--- src/rtl/config_loader.sv ---
// Config chain loader: takes host words over valid/ready, clears the
// chain, then shifts exactly CONFIG_WIDTH bits MSB-first into it.
module config_loader #(
  parameter  int CONFIG_WIDTH = 1602,
  parameter  int WORD_WIDTH   = 8,
  localparam int BCW = $clog2(CONFIG_WIDTH + 1),
  localparam int WBW = $clog2(WORD_WIDTH + 1)
) (
  input  logic                  clock,
  input  logic                  reset,
  input  logic                  start,
  input  logic                  abort,
  input  logic [WORD_WIDTH-1:0] word_data,
  input  logic                  word_valid,
  output logic                  word_ready,
  output logic                  cfg_data,
  output logic                  cfg_enable,
  output logic                  cfg_nreset,
  output logic                  busy,
  output logic                  done,
  output logic [BCW-1:0]        bit_count
);

  typedef enum logic [2:0] {
    IDLE, CLEAR, LOAD, SHIFT, DONE
  } state_t;

  localparam logic [BCW-1:0] CW_LAST = BCW'(CONFIG_WIDTH - 1);
  localparam logic [WBW-1:0] WB_LAST = WBW'(WORD_WIDTH - 1);

  state_t                state, state_n;
  logic [WORD_WIDTH-1:0] word_reg, word_reg_n;
  logic [WBW-1:0]        word_bit, word_bit_n;
  logic [BCW-1:0]        count, count_n;
  logic                  done_q, done_n;

  always_ff @(posedge clock) begin
    if (reset) begin
      state    <= IDLE;
      word_reg <= '0;
      word_bit <= '0;
      count    <= '0;
      done_q   <= 1'b0;
    end else begin
      state    <= state_n;
      word_reg <= word_reg_n;
      word_bit <= word_bit_n;
      count    <= count_n;
      done_q   <= done_n;
    end
  end

  always_comb begin
    state_n    = state;
    word_reg_n = word_reg;
    word_bit_n = word_bit;
    count_n    = count;
    done_n     = done_q;
    unique case (state)
      IDLE, DONE: begin
        if (start) state_n = CLEAR;
      end
      CLEAR: begin
        count_n = '0;
        done_n  = 1'b0;
        state_n = LOAD;
      end
      LOAD: begin
        if (word_valid) begin
          word_reg_n = word_data;
          word_bit_n = '0;
          state_n    = SHIFT;
        end
      end
      SHIFT: begin
        word_reg_n = word_reg << 1;
        word_bit_n = word_bit + WBW'(1);
        count_n    = count + BCW'(1);
        // Chain full wins; leftover word bits are dropped.
        if (count == CW_LAST) begin
          state_n = DONE;
          done_n  = 1'b1;
        end else if (word_bit == WB_LAST) begin
          state_n = LOAD;
        end
      end
      default: state_n = IDLE;
    endcase
    if (abort) begin
      state_n = IDLE;
      done_n  = 1'b0;
    end
  end

  assign word_ready = (state == LOAD);
  assign cfg_enable = (state == SHIFT);
  assign cfg_data   = (state == SHIFT) && word_reg[WORD_WIDTH-1];
  assign cfg_nreset = !(reset || state == CLEAR);
  assign busy       = (state == CLEAR) || (state == LOAD)
                   || (state == SHIFT);
  assign done       = done_q;
  assign bit_count  = count;

endmodule

--- config.mk ---
export PLATFORM = sky130hd
export DESIGN_NAME = config_loader
export DESIGN_NICKNAME = d
export VERILOG_FILES = /design/src/rtl/config_loader.sv
export SDC_FILE = /design/constraint.sdc
export NUM_CORES = 1
export LEC_CHECK = 0
export CAP_MARGIN = 20
export CORE_AREA = 2 2 60 62
export CTS_CLUSTER_SIZE = 28
export DETAILED_ROUTE_END_ITERATION = 8
export DIE_AREA = 0 0 62 64
export PLACE_DENSITY_LB_ADDON = 0.3
export SYNTH_ARGS = -nofsm -noshare
export SYNTH_HDL_FRONTEND = slang
export SYNTH_SLANG_ARGS = --single-unit
--- constraint.sdc ---
create_clock -name clock -period 1.27 [get_ports clock]
set_input_delay 0.1905 -clock clock [delete_from_list [all_inputs] [get_ports clock]]
set_output_delay 0.1905 -clock clock [all_outputs]
set_load 0.05 [all_outputs]
==> results of run 1 <==
## what timing repair did
| action | 4_1_cts | 5_1_grt |
|---|---|---|
| buffers inserted | 13 | 9 |
| gates resized for setup | 28 | 38 |
| pin swaps | 7 | 12 |
| setup endpoints to repair | 28 | 33 |
## critical path: stages (launching register included)
cell,delay [ns]
dfxtp_2,0.38
buf_4,0.12
nand3b_4,0.16
inv_8,0.11
and2_4,0.15
buf_12,0.13
## logic make-up after synthesis
kind of cell / share of synthesized area
buffers and inverters: 0.0498
multiplexers: 0.0472
AO/OA/AOI/OAI: 0.184
AND/OR/NAND/NOR: 0.315
flip-flops: 0.378
adder cells (fa/ha/maj): 0.0262
## cell type report
class                   count  area, sq um  share of cell area
well taps                  46         57.6              0.0212
inverters                   3         18.8             0.00690
flip-flops and latches     27          578               0.213
repair buffers             82          943               0.347
multi-input cells         129         1100               0.403
clock buffers               4         26.3             0.00966
## metal layers
layer,track usage,share of wire
met5,0,0
met4,0.0878,0.040
met3,0.0425,0.061
met2,0.430,0.53
met1,0.320,0.36
## per-stage QoR
stage	cells	area, sq um	power (mW)	worst slack (ns)
floorplan	171	1560	0.963	-0.147
global placement	268	2260	1.06	-0.142
global route	291	2720	1.57	-0.346
CTS	285	2510	1.46	-0.283
finish	291	2720	1.52	-0.302
detailed placement	268	2260	1.07	-0.202
## final timing paths
| check | start | end | slack, ns | cells after the start |
|---|---|---|---|---|
| max | state[0] | cfg_data | -0.30 | 5 |
| min | word_data[3] | word_reg[3] | 0.43 | 3 |
| max reg2reg | state[2] | bit_count[4] | -0.24 | 7 |
| min reg2reg | word_reg[2] | word_reg[3] | 0.52 | 2 |
## cell usage after synthesis (all sizes together), types with 3 or more instances
master and instances:
clkbuf 7, nand2b 4, a21oi 14, nor3b 6
ha 3, nor2 15, a311oi 9, nor4 3
nand2 25, or3b 3, buf 5, nor3 4
dfxtp 27, mux2 6, nand3 4, inv 3
nor2b 3
## power by group through the flow
stage                     sequential [mW]  clock (mW)  combinational, mW
after floorplan                     0.864           0             0.0992
after global placement              0.863           0              0.201
after detailed placement            0.863           0              0.207
after CTS                           0.844       0.389              0.232
after global routing                0.846       0.427              0.294
final                               0.845       0.398              0.279
==> results.md, run 1 <==
- Synthesized instance count: 171
- Ys async rst share: 0
- Setup_tns: -4.58 ns
- Total number of vias: 1695
- Tightest Hold Check Type: primary input to flop
- Site Rows: 21
- Largest net degree at the start of global routing: 16
- Worst clock skew: 0.00364 ns
- Clk slew on worst S/H paths: 0.15 ns
- DRT Pass-1 Iters: 5
- Hold bufs inserted after CTS: 0
- First-pass GRT wire length: 7.73 mm
- Combinational Power Share: 0.183
- Clk_lat worst skew: 0.33 ns
- Largest register FFs: 11
- Critical Path Source Type: flop
- Dominant synthesized flop cell: dfxtp_1
- Port-buffer cells: 29
- Fill cell count: 183
- Syn Nets: 187
- Antenna diodes: 0
- Via/cell ratio: 5.82
- Core Area: 3280 sq um
- CTS tree: yes
- Leak: 1.03 nW
- Die height: 64 microns
- Seq pwr share: 0.555
- # setup viols final: 33
- Vias in the first global route: 1654
- CP Capture Type: primary output
- Nets: 262
- Yosys cell types: 47
- Starting Density: 0.436
- Yosys reg bits: 27
- EDFF count, synth: 0
- Clock power share: 0.262
- PwrDens: 559 nW/um^2
- Area leader, netlist: dfxtp_1
- Worst-Margin Slew: 0.263 ns
- Tmin final: 1.57 ns
- DP Wirelength: 2.92 mm
- Final hold viol count: 0
- Clock root buffer: clkbuf_4
- Hold_ws: 0.426 ns
- GR Overflow Total: 0
- Wire length per cell: 18.0 microns
- Status: complete, but fails checks
- Fin. max-slew vios: 0
- Post-synth top area share: 0.378
- CP required: 1.08 ns
- Pint: 1.11 mW
- Routed WL: 5.23 mm
- Mapped cell area: 1430 sq um
- Most frequent cells in the layout: 36 x buf_4, 25 x nand2_1, 19 x buf_12
- Max Clock Freq: 636 MHz
- RePlAce Congestion: 0.803
- DIE WIDTH: 62 microns
- Most common cell after layout, fill and taps aside: buf_4
- Yosys warnings: 0
- Clk buf depth: 2
- Max transition margin: 0.823
- Initial DRC count: 150
- CP Data Arrival Time: 1.38 ns
- Syn-to-layout area delta: 90.0%
- Mapped Avg Cell Area: 8.37 sq um
- Aggregate global-route resource usage: 0.256
- Final WS setup: -0.302 ns
- Initial antenna violation count: 0
- Register area share after synthesis: 0.378
- Clock sinks: 27
- Ranking of synthesized cells by area: dfxtp_1 38%, nand2_1 6.6%, a311oi_1 5.5%, a21oi_1 4.9%, mux2_2 4.7%
- Violated checks: negative setup slack
- Max FO, Critical Path: 9
- Die ar.: 3970 sq um
- Switching pwr: 415 uW
- Top Ports: 30
- Core occupancy in the finished layout: 0.828
- Routed Antenna Nets: 0
- Sw frac: 0.273
- Share of cells above drive strength 1: 0.571
- Tcrit/Tclk final: 1.24
- RSZ-0062 raised after global routing: yes
- Max-Cap Viols: 0
- H-tree Lvls: 1
- Remaining DRCs: 0
- Critical path class: flop to primary output
- CTS buffer count: 3
- VDD IR max: 313 uV
Note: power is estimated with default switching activity, not from simulation.
==> run 2, diff against run 1 <==
ABC_AREA = 1   (was default)
==> run 2 against run 1 <==
The flow still finishes with violations (negative setup slack). Critical path type unchanged. Non-clock buffer count is 16 lower. Total power down 0.18%. Highest routed layer unchanged. Combinational power is 3% lower. Wire length down 18%. Cell count is 8.9% higher. Hold slack got worse by 0.0085 ns.
==> results.md, run 2 <==
- Yosys cell types: 27 (-43%)
- Nets: 288 (+9.9%)
- DP Wirelength: 2.49 mm (-15%)
- Hold bufs inserted after CTS: 0 (unchanged)
- DIE WIDTH: 62 microns (unchanged)
- Top Ports: 30 (unchanged)
- Post-synth top area share: 0.377 (-0.000988)
- RSZ-0062 raised after global routing: yes
- Critical Path Source Type: flop
- Vias in the first global route: 1419 (-14%)
- FF-to-FF End: bit_count[10]
- Worst-Margin Slew: 0.247 ns (-0.0168 ns)
- Synthesized instance count: 206 (+20%)
- Yosys warnings: 0 (unchanged)
- H-tree Lvls: 1 (unchanged)
- # setup viols final: 30 (-9.1%)
- Area leader, netlist: dfxtp_1
- Die height: 64 microns (unchanged)
- Clk slew on worst S/H paths: 0.15 ns (about the same)
- RePlAce Congestion: 0.800 (-0.41%)
- Final hold viol count: 0 (unchanged)
- R2R depth: 10 (+3)
- Wire length per cell: 13.6 microns (-25%)
- Total number of vias: 1595 (-5.9%)
- Leak: 1.07 nW (+3.8%)
- Clk_lat worst skew: 0.33 ns (about the same)
- Aggregate global-route resource usage: 0.193 (-0.0630)
- Worst setup path startpoint: state[1]
- Synth Area in Adders: 0.0262 (-0.0000686)
- Tmin final: 1.54 ns (-0.0278 ns)
- Port-buffer cells: 29 (unchanged)
- Max transition margin: 0.835 (+0.0122)
- Largest register FFs: 11 (unchanged)
- Via/cell ratio: 5.03 (-14%)
- Placed cell count: 293 (+9.3%)
- Die ar.: 3970 sq um (unchanged)
- Most common cell in the netlist: nand2_1
- Clock sinks: 27 (unchanged)
- Ys async rst share: 0 (unchanged)
- CTS tree: yes
- Critical path class: flop to primary output
- Largest net degree at the start of global routing: 15 (-1)
- Worst clock skew: 0.00651 ns (+0.00287 ns)
- Routed Antenna Nets: 0 (unchanged)
- Violated checks: negative setup slack
- Max Clock Freq: 648 MHz (+1.8%)
- Initial DRC count: 47 (-69%)
- CP Data Arrival Time: 1.35 ns (-0.03 ns)
- VDD IR max: 652 uV (+110%)
- Xor-xnor portion of the synthesized cell area: 0 (unchanged)
- Antenna diodes: 0 (unchanged)
- EDFF count, synth: 0 (unchanged)
- Tightest Hold Check Type: primary input to flop
- R2R Path Start: state[2]
- GR Layer Usage met2: 0.335 (-0.0951)
- Yosys reg bits: 27 (unchanged)
- Clk buf depth: 2 (unchanged)
- Starting Density: 0.437 (+0.00114)
- Syn-to-layout area delta: 79.0%
- Synth Area in Simple Gates: 0.349 (+0.0341)
- Dominant synthesized flop cell: dfxtp_1
- Layer with the highest usage: met2
- Share of cells above drive strength 1: 0.502 (-0.0696)
- CP Capture Type: primary output
- CP required: 1.08 ns (about the same)
- Final WS setup: -0.274 ns (+0.0278 ns)
- Tcrit/Tclk final: 1.22 (-0.0219)
- Max FO, Critical Path: 5 (-4)
- Mapped cell area: 1440 sq um (+0.26%)
- Syn Nets: 222 (+19%)
- Max-Cap Viols: 0 (unchanged)
- Most frequent cells in the layout: 45 x nand2_1, 23 x nor2_1, 22 x buf_4
- Compound-Gate Fraction of Synth Area: 0.149 (-0.0354)
- Final cell count without fillers: 317 (+8.9%)
- GR Overflow Total: 0 (unchanged)
- DRT Pass-1 Iters: 4 (-1)
- Initial antenna violation count: 0 (unchanged)
- First-pass GRT wire length: 5.82 mm (-25%)
- Status: complete, but fails checks
- Worst reg2reg setup slack: -0.22 ns (+0.02 ns)
- Register area share after synthesis: 0.377 (-0.000988)
- Synth top cells by count: 55 x nand2_1, 29 x nor2_1, 27 x dfxtp_1
- M1 GR Usage: 0.232 (-0.0881)
- Clock root buffer: clkbuf_4
- Largest family of logic cells by synthesized area: simple AND/OR/NAND/NOR gates
- Mapped Avg Cell Area: 6.97 sq um (-17%)
- Core Area: 3280 sq um (unchanged)
- End of the critical path: cfg_nreset
- Pre-CTS WS: -0.0809 ns (+0.122 ns)
- Mux share of post-synthesis cell area: 0 (-0.0472)
- Remaining DRCs: 0 (unchanged)
- Routed WL: 4.30 mm (-18%)
- Site Rows: 21 (unchanged)
- Met3 GRT Util: 0.0202 (-0.0223)
- Ranking of synthesized cells by area: dfxtp_1 38%, nand2_1 14%, nor2_1 7.6%, inv_1 6.5%, nand3_1 5.6%
- CTS buffer count: 3 (unchanged)
- Fin. max-slew vios: 0 (unchanged)
- Most common cell after layout, fill and taps aside: nand2_1
- PwrDens: 591 nW/um^2 (+5.7%)
-- run 2: final cells by class --
| cell class | instances | area, sq um |
|---|---|---|
| Multi-Input combinational cell | 147 | 950 |
| Timing Repair Buffer | 66 | 846 |
| Fill cell | 206 | 716 |
| Sequential cell | 27 | 574 |
| Inverter | 27 | 115 |
| Tap cell | 46 | 57.6 |
| Clock buffer | 4 | 26.3 |
-- run 2: timing repair --
| item | 4_1_cts | 5_1_grt |
|---|---|---|
| endpoints found under the hold margin | 0 | 0 |
| endpoints found under the setup margin | 8 | 32 |
| buffers inserted | 8 | 12 |
| gates cloned | 1 | 1 |
| gates resized for setup | 24 | 57 |
| pin swaps | 10 | 22 |
-- run 2: kinds of logic after synthesis --
| logic type | count (synthesis) |
|---|---|
| AO/OA/AOI/OAI | 35 |
| AND/OR/NAND/NOR | 109 |
| buffers and inverters | 32 |
| flip-flops | 27 |
| adder cells (fa/ha/maj) | 3 |
-- run 2: how the worst min path moves through the flow --
| stage | start | endpoint | slack [ns] | cells after the start |
|---|---|---|---|---|
| 2_1_floorplan | word_data[0] | word_reg[0] | 0.36 | 2 |
| 3_3_place_gp | word_reg[6] | word_reg[6] | 0.44 | 2 |
| 3_5_place_dp | word_reg[6] | word_reg[6] | 0.45 | 2 |
| 4_1_cts | word_data[0] | word_reg[0] | 0.42 | 3 |
| 5_1_grt | word_data[0] | word_reg[0] | 0.46 | 3 |
| 6_report | word_data[0] | word_reg[0] | 0.42 | 3 |
-- run 2: critical path, cell delays in order (launching register included) --
cell and delay, ns:
dfxtp_4 0.40, buf_6 0.12, nor2_4 0.11, inv_2 0.05, nand2_2 0.07, clkinvlp_4 0.11, buf_12 0.16
-- run 2: power by group --
group / total [mW] / switching [mW] / internal, mW
logic: 0.270 / 0.137 / 0.133
clock network: 0.394 / 0.270 / 0.123
registers: 0.855 / 0.00903 / 0.846
total: 1.52 / 0.417 / 1.10
-- run 2: through the flow --
step / instance area [sq um] / setup TNS [ns] / hold WS, ns / total power [mW] / util
floorplan: 1500 / -0.0679 / 0.357 / 0.979 / -
global placement: 2120 / -0.298 / 0.440 / 1.08 / 0.644
detailed placement: 2120 / -0.589 / 0.447 / 1.08 / 0.644
CTS: 2290 / -2.31 / 0.422 / 1.47 / 0.698
global route: 2570 / -6.25 / 0.461 / 1.57 / 0.782
finish: 2570 / -4.43 / 0.417 / 1.52 / 0.782
-- run 2: routing by layer --
| layer | share of wire | vias to the layer above |
|---|---|---|
| met4 | 0.020 | 0 |
| li1 | - | 788 |
| met1 | 0.40 | 753 |
| met3 | 0.033 | 10 |
| met5 | 0 | - |
| met2 | 0.55 | 44 |
